===== src/rtl/matvec_pkg.sv =====
// Shared types, widths and the ragged-tail lane mask helper for the
// multi-lane matrix-vector engine.
package matvec_pkg;

  typedef enum logic [1:0] {IDLE, RUN, DRAIN, DONE} state_e;

  localparam int LANES_DEF  = 4;
  localparam int DATA_W_DEF = 8;
  localparam int DIM_W      = 8;
  localparam int BEAT_W     = DIM_W;
  localparam int LANE_IDX_W = (LANES_DEF > 1) ? $clog2(LANES_DEF) : 1;
  localparam int PROD_W     = 2 * DATA_W_DEF;

  // A lane carries a real column only while its column index is below hdim.
  function automatic logic lane_active(input logic [DIM_W-1:0]  hdim,
                                       input logic [BEAT_W-1:0] beat,
                                       input int                lane,
                                       input int                lanes);
    return ((int'(beat) * lanes) + lane) < int'(hdim);
  endfunction

endpackage


===== src/rtl/matvec_lane_mac.sv =====
// One beat worth of lane products, masked and reduced by a combinational
// adder tree; operands are sign- or zero-extended by signed_mode_i.
module matvec_lane_mac
  import matvec_pkg::*;
#(
  parameter int LANES  = 4,
  parameter int DATA_W = 8,
  parameter int ACC_W  = 32
) (
  input  logic                    signed_mode_i,
  input  logic [LANES*DATA_W-1:0] mat_i,
  input  logic [LANES*DATA_W-1:0] vec_i,
  input  logic [LANES-1:0]        mask_i,
  output logic [ACC_W-1:0]        sum_o
);

  localparam int PW = 2 * DATA_W + 2;

  logic [ACC_W-1:0] node [1:2*LANES-1];

  // Leaves live at LANES..2*LANES-1, node k sums children 2k and 2k+1.
  always_comb begin
    logic signed [DATA_W:0] a;
    logic signed [DATA_W:0] b;
    logic signed [PW-1:0]   p;
    for (int k = 1; k < 2 * LANES; k++) node[k] = '0;
    for (int i = 0; i < LANES; i++) begin
      a = {signed_mode_i & mat_i[i*DATA_W+DATA_W-1], mat_i[i*DATA_W +: DATA_W]};
      b = {signed_mode_i & vec_i[i*DATA_W+DATA_W-1], vec_i[i*DATA_W +: DATA_W]};
      p = PW'(a) * PW'(b);
      node[LANES+i] = mask_i[i] ? ACC_W'(p) : '0;
    end
    for (int k = LANES - 1; k >= 1; k--) node[k] = node[2*k] + node[2*k+1];
    sum_o = node[1];
  end

endmodule


===== src/rtl/matvec_lanes.sv =====
// Streaming matrix-vector multiplier: row-major LANES-wide matrix beats against
// an SRAM-resident vector, one wrapped ACC_W dot product per row.
module matvec_lanes
  import matvec_pkg::*;
#(
  parameter int LANES           = 4,
  parameter int DATA_W          = 8,
  parameter int ACC_W           = 32,
  parameter int MAX_DIM         = 256,
  parameter int SRAM_ADDR_WIDTH = 10
) (
  input  logic                       clk,
  input  logic                       rst_n,
  input  logic                       start,
  input  logic                       signed_mode,
  input  logic [DIM_W-1:0]           vdim,
  input  logic [DIM_W-1:0]           hdim,
  output logic                       busy,
  output logic                       done,
  input  logic [LANES*DATA_W-1:0]    in_data,
  input  logic                       in_valid,
  output logic                       in_ready,
  output logic [ACC_W-1:0]           out_data,
  output logic                       out_valid,
  input  logic                       out_ready,
  output logic                       out_last,
  output logic                       vec_sram_re,
  output logic [SRAM_ADDR_WIDTH-1:0] vec_sram_addr,
  input  logic [LANES*DATA_W-1:0]    vec_sram_dout
);

  localparam int BW    = LANES * DATA_W;
  localparam int CNT_W = (MAX_DIM > 1) ? $clog2(MAX_DIM) : 1;
  localparam int LSH   = $clog2(LANES);

  state_e            state_q, state_d;
  logic [DIM_W-1:0]  vdim_q, hdim_q;
  logic              mode_q;
  logic [BEAT_W-1:0] nb_q, beat_q;
  logic [CNT_W-1:0]  row_q;
  logic [DIM_W:0]    nb_calc;
  logic              adv, accept, last_beat, last_row;
  logic [LANES-1:0]  beat_mask;

  logic              s1_valid_q, s1_lb_q, s1_lr_q;
  logic [BW-1:0]     s1_data_q;
  logic [LANES-1:0]  s1_mask_q;
  logic              s2_valid_q, s2_lb_q, s2_lr_q;
  logic [BW-1:0]     s2_mat_q, s2_vec_q;
  logic [LANES-1:0]  s2_mask_q;
  logic [ACC_W-1:0]  acc_q, out_data_q, mac_sum;
  logic              out_valid_q, out_last_q;

  // Every stage moves together whenever the output register can take a new value.
  assign adv       = !out_valid_q || out_ready;
  assign in_ready  = (state_q == RUN) && adv;
  assign accept    = in_valid && in_ready;
  assign last_beat = (beat_q == nb_q - BEAT_W'(1));
  assign last_row  = (row_q == CNT_W'(vdim_q - DIM_W'(1)));
  assign nb_calc   = ({1'b0, hdim} + (DIM_W+1)'(LANES - 1)) >> LSH;

  assign busy          = (state_q == RUN) || (state_q == DRAIN);
  assign done          = (state_q == DONE);
  assign vec_sram_re   = accept;
  assign vec_sram_addr = SRAM_ADDR_WIDTH'(beat_q);
  assign out_data      = out_data_q;
  assign out_valid     = out_valid_q;
  assign out_last      = out_last_q;

  always_comb begin
    beat_mask = '0;
    for (int i = 0; i < LANES; i++) beat_mask[i] = lane_active(hdim_q, beat_q, i, LANES);
  end

  always_ff @(posedge clk) begin
    if (!rst_n) state_q <= IDLE;
    else        state_q <= state_d;
  end

  always_comb begin
    state_d = state_q;
    case (state_q)
      IDLE:    if (start) state_d = (vdim == '0 || hdim == '0) ? DONE : RUN;
      RUN:     if (accept && last_beat && last_row) state_d = DRAIN;
      DRAIN:   if (out_valid_q && out_ready && out_last_q) state_d = DONE;
      DONE:    state_d = IDLE;
      default: state_d = IDLE;
    endcase
  end

  always_ff @(posedge clk) begin
    if (!rst_n) begin
      vdim_q <= '0;
      hdim_q <= '0;
      mode_q <= 1'b0;
      nb_q   <= '0;
      beat_q <= '0;
      row_q  <= '0;
    end else if (state_q == IDLE && start) begin
      vdim_q <= vdim;
      hdim_q <= hdim;
      mode_q <= signed_mode;
      nb_q   <= BEAT_W'(nb_calc);
      beat_q <= '0;
      row_q  <= '0;
    end else if (accept) begin
      if (last_beat) begin
        beat_q <= '0;
        row_q  <= last_row ? '0 : row_q + CNT_W'(1);
      end else begin
        beat_q <= beat_q + BEAT_W'(1);
      end
    end
  end

  matvec_lane_mac #(
    .LANES (LANES),
    .DATA_W(DATA_W),
    .ACC_W (ACC_W)
  ) u_mac (
    .signed_mode_i(mode_q),
    .mat_i        (s2_mat_q),
    .vec_i        (s2_vec_q),
    .mask_i       (s2_mask_q),
    .sum_o        (mac_sum)
  );

  // SRAM read data lands one cycle after the request and is taken on the S1->S2 move.
  always_ff @(posedge clk) begin
    if (!rst_n) begin
      s1_valid_q  <= 1'b0;
      s1_lb_q     <= 1'b0;
      s1_lr_q     <= 1'b0;
      s1_data_q   <= '0;
      s1_mask_q   <= '0;
      s2_valid_q  <= 1'b0;
      s2_lb_q     <= 1'b0;
      s2_lr_q     <= 1'b0;
      s2_mat_q    <= '0;
      s2_vec_q    <= '0;
      s2_mask_q   <= '0;
      acc_q       <= '0;
      out_data_q  <= '0;
      out_valid_q <= 1'b0;
      out_last_q  <= 1'b0;
    end else if (adv) begin
      s1_valid_q  <= accept;
      s1_lb_q     <= accept && last_beat;
      s1_lr_q     <= accept && last_beat && last_row;
      s1_data_q   <= in_data;
      s1_mask_q   <= beat_mask;
      s2_valid_q  <= s1_valid_q;
      s2_lb_q     <= s1_lb_q;
      s2_lr_q     <= s1_lr_q;
      s2_mat_q    <= s1_data_q;
      s2_vec_q    <= vec_sram_dout;
      s2_mask_q   <= s1_mask_q;
      out_valid_q <= s2_valid_q && s2_lb_q;
      out_last_q  <= s2_valid_q && s2_lb_q && s2_lr_q;
      if (s2_valid_q) begin
        if (s2_lb_q) begin
          out_data_q <= acc_q + mac_sum;
          acc_q      <= '0;
        end else begin
          acc_q <= acc_q + mac_sum;
        end
      end
    end
  end

endmodule

===== config.mk =====
export PLATFORM = sky130hd
export DESIGN_NAME = matvec_lanes
export DESIGN_NICKNAME = d
export VERILOG_FILES = /design/src/rtl/matvec_pkg.sv /design/src/rtl/matvec_lane_mac.sv /design/src/rtl/matvec_lanes.sv
export SDC_FILE = /design/constraint.sdc
export NUM_CORES = 1
export LEC_CHECK = 0
export ABC_AREA = 1
export ABC_CLOCK_PERIOD_IN_PS = 17600
export BUFFER_PORTS_ARGS = -buffer_cell sky130_fd_sc_hd__buf_2
export CAP_MARGIN = 5
export CORE_ASPECT_RATIO = 1.1
export CORE_UTILIZATION = 46
export DETAILED_ROUTE_END_ITERATION = 10
export GPL_TIMING_DRIVEN = 0
export HOLD_SLACK_MARGIN = 0.03
export PLACE_DENSITY = 0.68
export SLEW_MARGIN = 20
export SYNTH_ARGS = -nofsm -noshare
export SYNTH_HDL_FRONTEND = slang
export SYNTH_SLANG_ARGS = --single-unit
export TNS_END_PERCENT = 100

===== constraint.sdc =====
create_clock -name clk -period 17.6 [get_ports clk]
set_input_delay 2.64 -clock clk [delete_from_list [all_inputs] [get_ports clk]]
set_output_delay 2.64 -clock clk [all_outputs]
set_load 0.01 [all_outputs]

### Word level (Yosys, flattened, before mapping)

Cells that the tools add are included.

| operators by class | value |
|---|---|
| bitwise operators | 9 |
| reduce and logical (&&, ||, !) cells | 21 |
| shifts and indexed selects | 0 |
| magnitude comparators | 4 |
| $mul | 4 |
| div/mod/pow operators | 0 |
| multiplexer cells | 12 |
| add/sub/neg operators | 12 |
| eq/ne operators | 8 |

Operators by type and width:

| kind | number |
|---|---|
| 2-to-1 mux 32 bit | 5 |
| adder 32 bit | 4 |
| multiplier 9 x 9 -> 18 bit | 4 |
| < comparator 11 x 8 -> 1 bit | 3 |
| adder 10 x 2 -> 11 bit (second input constant) | 2 |
| adder 8 x 1 -> 8 bit (second input constant) | 2 |
| == test 8 bit | 2 |
| zero test 8 bit | 2 |
| 2-to-1 mux 8 bit | 2 |
| adder 10 x 1 -> 11 bit (second input constant) | 1 |
| < comparator 10 x 8 -> 1 bit | 1 |
| adder 8 x 2 -> 9 bit (second input constant) | 1 |
| logical AND 1 bit | 9 |
| AND 1 bit | 8 |
| 2-to-1 mux 2 bit | 4 |
| one-hot mux 2 bit (4 select lines) | 1 |
| subtractor 7 x 1 -> 8 bit (second input constant) | 1 |
| subtractor 8 x 1 -> 8 bit (second input constant) | 1 |
| AND reduction 3 bit | 2 |
| == test 2 bit (second input constant) | 2 |
| != test 2 x 1 -> 1 bit (second input constant) | 2 |
| AND reduction 2 bit | 2 |
| logical OR 1 bit | 3 |
| == test 2 x 1 -> 1 bit (second input constant) | 1 |
| other kinds (5) | 5 |

| storage, ports and cells | value |
|---|---|
| bits in latches | 0 |
| memory bits (read-only) | 0 |
| memories | 0 |
| bits in writable memories | 0 |
| register bits | 218 |
| output and inout port bits | 48 |

### Longest topological paths before layout

Gate-level depths: netlist (run 1).

| logic depth | value |
|---|---|
| word-level depth | 8 |
| gate-level depth with buffers | 45 |
| gate-level depth less buffers | 44 |

### By module

Synthesis (run 1) repeated with hierarchy kept, for this count alone.

| second synthesis, totals | value |
|---|---|
| cell total of the unflattened synthesis | 3,721 |
| area total of the unflattened synthesis | 26,125.1 um^2 |

Modules (own cells, without submodules):

| module | times used | area each (um^2) | cells each |
|---|---|---|---|
| matvec_lane_mac | 1 | 15,531.1 | 2,208 |
| matvec_lanes | 1 | 10,593.9 | 1,513 |

### Least setup slack after synthesis (run 1)

No wires, ideal clock.

| path | value |
|---|---|
| path type | reg-to-reg |
| start | register mode_q |
| end | register out_data_q[28] (netlist: out_data[28]) |
| stages on the path, launching flop included | 39 |
| required time | 17.485 ns |
| clock period less this slack | 8.397 ns |
| path slack | 9.203 ns |
| buffers on the path | 2 |
| setup time | 0.115 ns |
| arrival time | 8.282 ns |
| cells stage by stage | dfxtp_1 > clkbuf_1 > inv_1 > clkbuf_1 > nor2_1 > inv_1 > fa_1 > inv_1 > fa_1 > fa_1 > inv_1 > fa_1 > inv_1 > ha_1 > ha_1 > inv_1 > nor3_1 > nand3_1 > [3 not listed] > nand3_1 > fa_1 > inv_1 > fa_1 > inv_1 > fa_1 > inv_1 > ha_1 > a21oi_1 > a21boi_1 > o21ai_0 > nand2_1 > nand4_1 > a21boi_1 > o21ai_1 > xor2_1 > o21ai_0 > inv_1 |

| between the ends | value |
|---|---|
| word-level cells in the longest chain between the ends | 6 |
| elaborated cells between the ends (all ways) | 20 |
| those cells by class | 4 x add/sub; 4 x mul; 4 x mux; 8 x bitwise |

Ends and longest elaborated chain:

| item | RTL line | RTL |
|---|---|---|
| from (decl) | matvec_lanes.sv:38 | `logic mode_q;` |
| from (signal assigned) | matvec_lanes.sv:102 | `mode_q <= signed_mode;` |
| AND 1 bit, on equally long branches | matvec_lane_mac.sv:28, matvec_lane_mac.sv:29 |  |
| multiplier 9 x 9 -> 18 bit | matvec_lane_mac.sv:30 | `p = PW'(a) * PW'(b);` |
| 2-to-1 mux 32 bit | matvec_lane_mac.sv:31 | `node[LANES+i] = mask_i[i] ? ACC_W'(p) : '0;` |
| adder 32 bit | matvec_lane_mac.sv:33 | `for (int k = LANES - 1; k >= 1; k--) node[k] = node[2*k] + node[2*k+1];` |
| adder 32 bit (*) | matvec_lane_mac.sv:33 |  |
| adder 32 bit (*) | matvec_lanes.sv:162 | `out_data_q <= acc_q + mac_sum;` |
| to (signal assigned) | matvec_lanes.sv:162 |  |
| to (decl) | matvec_lanes.sv:51 | `logic [ACC_W-1:0] acc_q, out_data_q, mac_sum;` |

Mark *: on every way between the ends. The rest lies on a longest branch, timed or not.
A chain may end at the register's enable or synchronous reset.

### Final worst setup path (run 1)

| path | value |
|---|---|
| start | register mode_q |
| end | register acc_q[30] |

| between the ends | value |
|---|---|
| word-level cells in the longest chain between the ends | 7 |
| elaborated cells between the ends (all ways) | 21 |
| those cells by class | 4 x add/sub; 4 x mul; 5 x mux; 8 x bitwise |

Ends and longest elaborated chain:

| item | RTL line | RTL |
|---|---|---|
| AND 1 bit, on equally long branches | matvec_lane_mac.sv:28, matvec_lane_mac.sv:29 |  |
| multiplier 9 x 9 -> 18 bit | matvec_lane_mac.sv:30 |  |
| 2-to-1 mux 32 bit | matvec_lane_mac.sv:31 |  |
| adder 32 bit | matvec_lane_mac.sv:33 |  |
| adder 32 bit (*) | matvec_lane_mac.sv:33 |  |
| adder 32 bit (*) | matvec_lanes.sv:165 | `acc_q <= acc_q + mac_sum;` |
| 2-to-1 mux 32 bit (*) | matvec_lanes.sv:161 | `if (s2_lb_q) begin` |
| to (signal assigned) | matvec_lanes.sv:165 |  |
| to (decl) | matvec_lanes.sv:51 |  |

Marked as above.

==> flow_summary.yaml, run 1 <==
outcome:
  status: "finished, final reports clean"
setup_path:
  crit_end: "acc_q[30]$_SDFFE_PN0P_"
  reg2reg_to: "acc_q[30]$_SDFFE_PN0P_"
  r2r-start: "mode_q$_SDFFE_PN0P_"
  start_kind: "register"
  startpoint: "mode_q$_SDFFE_PN0P_"
  crit_fanout: 11
  reg2reg_depth: 35
  path_class: "register to register"
  critPathArrivalTime_ns: 11.19
  max_stage_delay_ns: 0.82
  cp_common_cell: "inv_1"
  cp-end-kind: "register"
  r2r_slack_ns: 6.93
  cp_slowest_cell: "clkbuf_1"
  critPathRequiredTime_ns: 18.11
logic_synthesis:
  netlist_instances: 3331
  seq_area_frac_synth_pct: 17.31
  yosys_warnings: 0
  synth_cell_types: 53
  syn_area_per_cell_sq_um: 7.569
  ys_seq_elements: 218
  synth_edf_count: 0
  async_flop_share_pct: 0
  netlist_area_sq_um: 25210
  ys.flop_type: "dfxtp_1"
clock_network:
  clk_latency_ns: 0.60
  post_cts_buffers: 0
  cts.sink_count: 218
  cts_made_buffers: 28
  cts.clk_slew.worst_paths_ns: 0.06
  cts_resized: 0
  cts_max_level: 1
  cts_hold_buf: 0
  cts_root_buffer: "clkbuf_16"
  tritoncts: "done"
  cts_buffer_depth: 3
route:
  dr.first_iter.drc_count: 1326
  met2_length_mm: 30.67
  antenna_left: 0
  wl_per_cell_um: 15.46
  met3_length_mm: 4.036
  drc_errors: 0
  drt-total-wl_mm: 65.56
  drt_first_pass_iters: 5
  wl_met1_mm: 28.73
  drt-vias-per-instance: 4.941
  vias: 20951
  dr.max_layer_used: "met4"
layout:
  diodes: 0
  area.growth.synth_to_final_pct: 10.12
  layout-drive-gt1-share_pct: 6.321
  final_area_sq_um: 27760
  nets: 4151
place:
  port-buffer-count: 131
  dp_hpwl_mm: 53.88
  routabilityCongestion: 0.9334
  place_area_sq_um: 26790
timing:
  skew_ns: 0.02669
  finalSetupViolCount: 0
  post-route-period-util_pct: 60.65
  tightest_slew_ns: 1.112
  finalSetupTns_ns: 0
  whs_ns: 0.4627
  rsz0062_at_grt: "no"
  hold_viol_final: 0
  relSlewSlack_pct: 25.88
  period_minus_slack_ns: 10.67
  max_freq_mhz: 93.68
  timing_max_transition_violations_final: 0
global_route:
  grt_pass1_wl_mm: 107.2
  grt_remaining_overflow: 0
  grt_pass1_vias: 20780
  antenna_found_initial: 1
  grt_usage_pct: 24.52
  grt_max_degree: 16
floorplanning:
  core.rowCount: 89
  coreArea_sq_um: 53900
  io_pins: 134
  die_w_um: 225.2
  initial_utilization_pct: 46.78
  dieHeight_um: 247.5
  die-area_sq_um: 55750
hold_path:
  hp-start: "s1_mask_q[3]$_SDFFE_PN0N_"
  hp-class: "register to register"
  whs_path_depth: 2
pwr:
  vdd_drop_max_mv: 0.07916
  p_leak_uw: 0.01532
  finalPower_uw: 1614
  p_per_area_nw_per_um2: 58.15
run:
  drv_cap: 0
==> flip-flops by register name (all words and copies together), names as in the netlist, 7 cells and up <==
register and cells:
acc_q 32, beat_q 8, hdim_q 8, nb_q 7, out_data 32, row_q 8
s1_data_q 32, s2_mat_q 32, s2_vec_q 32, vdim_q 8
==> worst max-delay path: cells and delay by family, from the launching register on <==
family                   cells  cell delay (ns)
XOR/XNOR                     1             0.27
flip-flops                   1             0.31
buffers and inverters       10             2.40
AO/OA/AOI/OAI                5             0.90
adder cells (fa/ha/maj)     10             4.65
AND/OR/NAND/NOR              9             2.05
==> metal layers <==
layer	vias to the layer above	track usage (%)
met5	-	0
met4	0	7.843
met3	102	3.362
met2	540	41.22
met1	10007	32.58
li1	10302	-
==> Yosys cell counts (all sizes together) (3+ instances only) <==
cell | instances | area [sq um]
inv | 773 | 2902
nand2 | 615 | 2316
nor2 | 375 | 1425
fa | 372 | 7447
o21ai | 219 | 1096
dfxtp | 218 | 4364
ha | 200 | 2502
a21oi | 161 | 809.5
clkbuf | 123 | 461.7
nand3 | 58 | 295.3
xor2 | 38 | 340.3
xnor2 | 29 | 254.0
nor3 | 28 | 150.1
or2 | 26 | 162.7
nand4 | 16 | 100.1
a21o | 11 | 82.58
buf | 7 | 33.78
o22ai | 7 | 43.79
o21bai | 6 | 45.04
a31oi | 5 | 31.28
a21boi | 4 | 30.03
a22o | 4 | 35.03
nand3b | 4 | 30.03
nor4 | 4 | 25.02
o21a | 4 | 30.03
a211oi | 3 | 22.52
nor3b | 3 | 22.52
o31ai | 3 | 22.52
o32ai | 3 | 26.28
==> logic make-up (layout without fill, tap and decap cells) <==
family          Yosys count  count (layout)  synth area share (%)
compound gates          437             437                 9.261
xor+xnor                 68              68                 2.447
fa+ha+maj               572             572                 39.46
buf+inv                 903            1083                 13.47
flops                   218             218                 17.31
other cells               1               2               0.01487
simple gates           1132            1132                 18.03
==> final cells by class <==
| class | count | area [sq um] |
|---|---|---|
| clock buffers | 37 | 794.5 |
| multi-input cells | 2211 | 17460 |
| fillers | 5359 | 26130 |
| well taps | 728 | 910.9 |
| inverters | 773 | 2902 |
| flip-flops and latches | 218 | 4364 |
| plain buffers | 130 | 496.7 |
| repair buffers | 131 | 655.6 |
| clock inverters | 12 | 177.7 |
==> stage by stage <==
stage	cells	utilization (%)	setup WS [ns]
2_1_floorplan	3332	-	9.203
3_3_place_gp	4191	49.69	7.091
3_5_place_dp	4191	49.70	6.983
4_1_cts	4240	51.50	6.912
5_1_grt	4240	51.51	6.275
6_report	4240	51.51	6.925
==> worst min path at each step <==
stage | end
detailed placement | acc_q[14]$_SDFFE_PN0P_
finish | s1_mask_q[3]$_SDFFE_PN0N_
global route | s1_mask_q[3]$_SDFFE_PN0N_
CTS | s1_mask_q[3]$_SDFFE_PN0N_
floorplan | out_last$_SDFFE_PN0N_
global placement | s1_valid_q$_SDFFE_PN0N_
==> power breakdown <==
group | switching (uW) | internal [uW]
clock | 253 | 362
combinational | 292 | 161
sequential | 21.0 | 525
total | 567 | 1050
==> cells in the final DEF, fill, tap and decap left out, types with 3 or more instances in the layout <==
cell type / n
a22o_1: 4
o21ai_0: 206
nor3b_1: 3
or2_1: 5
a21oi_1: 160
nand3_1: 56
bufinv_16: 3
xor2_1: 37
o21a_1: 4
nor3_1: 26
or2_2: 21
inv_2: 9
o32ai_1: 3
o31ai_1: 3
buf_2: 131
clkbuf_16: 28
nor2_1: 371
clkinv_2: 3
nor4_1: 4
dfxtp_1: 218
a21o_1: 11
ha_1: 200
o22ai_1: 7
nand2_1: 614
clkbuf_8: 6
o21ai_1: 13
nand4_1: 16
clkbuf_1: 125
a31oi_1: 5
inv_1: 764
a211oi_1: 3
nand3b_1: 4
buf_1: 5
a21boi_1: 3
fa_1: 372
xnor2_1: 29
o21bai_1: 6
(Power assumes the default switching activity.)
==> inputs of run 2 (changes only) <==
--- a/config.mk
+++ b/config.mk
@@ -6,7 +6,7 @@
 export NUM_CORES = 1
 export LEC_CHECK = 0
 export ABC_AREA = 1
-export ABC_CLOCK_PERIOD_IN_PS = 17600
+export ABC_CLOCK_PERIOD_IN_PS = 11040
 export BUFFER_PORTS_ARGS = -buffer_cell sky130_fd_sc_hd__buf_2
 export CAP_MARGIN = 5
 export CORE_ASPECT_RATIO = 1.1
==> constraint.sdc (replaced) <==
create_clock -name clk -period 11.04 [get_ports clk]
set_input_delay 1.656 -clock clk [delete_from_list [all_inputs] [get_ports clk]]
set_output_delay 1.656 -clock clk [all_outputs]
set_load 0.01 [all_outputs]
==> run 2 against run 1 <==
Compared with the run above:
- critical path depth decreased by 3
- register-to-register slack got worse by 6.0 ns
- via count shrank 0.11%
- non-clock buffer count shrank 1
- die area did not move
- first-iteration DRC count grew 6.6%
- sequential share of layout area barely moved
- total power grew 59%
- final area barely moved
- worst setup slack got worse by 6.0 ns
- highest routed layer unchanged
==> flow_summary.yaml, run 2 (synthesis gave the netlist of run 1 again) <==
outcome:
  status: "finished, final reports clean"
floorplanning:
  dieHeight_um: 247.5
  die_w_um: 225.2
  coreArea_sq_um: 53900
  core.rowCount: 89
  die-area_sq_um: 55750
  initial_utilization_pct: 46.78
  io_pins: 134
timing:
  tightest_slew_ns: 1.010
  hold_viol_final: 0
  finalSetupViolCount: 0
  relSlewSlack_pct: 32.65
  timing_max_transition_violations_final: 0
  whs_ns: 0.4644
  skew_ns: 0.02789
  post-route-period-util_pct: 92.04
  period_minus_slack_ns: 10.16
  max_freq_mhz: 98.41
  rsz0062_at_grt: "no"
  finalSetupTns_ns: 0
pwr:
  p_leak_uw: 0.01532
  vdd_drop_max_mv: 0.1263
  p_per_area_nw_per_um2: 92.72
route:
  dr.first_iter.drc_count: 1414
  drt-total-wl_mm: 65.64
  dr.max_layer_used: "met4"
  vias: 20927
  drt-vias-per-instance: 4.937
  wl_met1_mm: 28.82
  drc_errors: 0
  antenna_left: 0
  drt_first_pass_iters: 6
  met2_length_mm: 30.79
  wl_per_cell_um: 15.49
  met3_length_mm: 4.050
place:
  port-buffer-count: 131
  routabilityCongestion: 0.9334
  dp_hpwl_mm: 53.88
clock_network:
  cts.clk_slew.worst_paths_ns: 0.06
  post_cts_buffers: 0
  cts_root_buffer: "clkbuf_16"
  cts_made_buffers: 28
  cts_buffer_depth: 3
  clk_latency_ns: 0.60
  cts_resized: 0
  cts.sink_count: 218
  cts_max_level: 1
  cts_hold_buf: 0
  tritoncts: "done"
hold_path:
  hp-class: "register to register"
  whs_path_depth: 2
global_route:
  grt_pass1_wl_mm: 107.2
  grt_usage_pct: 24.52
  grt_max_degree: 16
  antenna_found_initial: 1
  grt_pass1_vias: 20780
  grt_remaining_overflow: 0
setup_path:
  cp-end-kind: "register"
  reg2reg_depth: 32
  critPathRequiredTime_ns: 11.55
  cp_common_cell: "fa_1"
  max_stage_delay_ns: 0.81
  crit_fanout: 11
  path_class: "register to register"
  cp_slowest_cell: "fa_1"
  critPathArrivalTime_ns: 10.67
  start_kind: "register"
run:
  drv_cap: 0
layout:
  fill_cells: 5361
  final_cell_mix: "inv_1 (764), nand2_1 (614), fa_1 (372)"
  layout-drive-gt1-share_pct: 6.351
  diodes: 0
  area.growth.synth_to_final_pct: 10.11
  final_common_cell: "inv_1"
  nets: 4150
## run 2: cell type report
| type | count | area (sq um) | area share (%) |
|---|---|---|---|
| timing repair buffer | 131 | 655.6 | 2.362 |
| sequential | 218 | 4365 | 15.73 |
| clock inverter | 12 | 177.7 | 0.6400 |
| inverter | 773 | 2902 | 10.45 |
| buffer | 129 | 493.0 | 1.776 |
| multi-input combinational | 2211 | 17460 | 62.90 |
| clock buffer | 37 | 794.5 | 2.862 |
| tap | 728 | 910.9 | 3.281 |
## run 2: path summary, 6_finish.rpt
| kind | start | slack, ns | end |
|---|---|---|---|
| hold reg to reg | s1_mask_q[3]$_SDFFE_PN0N_ | 0.46 | s1_mask_q[3]$_SDFFE_PN0N_ |
| setup reg to reg | mode_q$_SDFFE_PN0P_ | 0.88 | acc_q[30]$_SDFFE_PN0P_ |
| setup / recovery | mode_q$_SDFFE_PN0P_ | 0.88 | acc_q[30]$_SDFFE_PN0P_ |
| hold / removal | s1_mask_q[3]$_SDFFE_PN0N_ | 0.46 | s1_mask_q[3]$_SDFFE_PN0N_ |
## run 2: worst max-delay path: cells and delay by family, from the launching register on
kind / cells / cell delay [ns]
buf+inv: 6 / 1.61
compound gates: 3 / 0.48
fa+ha+maj: 10 / 4.86
flops: 1 / 0.47
simple gates: 12 / 2.37
xor+xnor: 1 / 0.27
## run 2: power by group
part           switching, uW  internal [uW]  leakage (uW)
registers               38.0            836       0.00179
clock network            404            578      0.000475
logic                    462            256        0.0131
total                    904           1670        0.0153
## run 2: stage by stage
stage	setup WS [ns]	power, uW	utilization [%]	cells	area [sq um]
2_1_floorplan	2.643	1386	-	3332	25220
3_3_place_gp	0.5309	1594	49.69	4191	26780
3_5_place_dp	0.4226	1599	49.70	4191	26790
4_1_cts	0.3524	2588	51.50	4240	27760
5_1_grt	0.3013	2721	51.51	4239	27760
6_report	0.8785	2574	51.51	4239	27760
## run 2: metal layers
layer / GRT usage [%] / vias to the layer above
met5: 0 / -
met4: 7.843 / 0
met3: 3.362 / 100
met2: 41.22 / 532
met1: 32.58 / 9988
li1: - / 10307
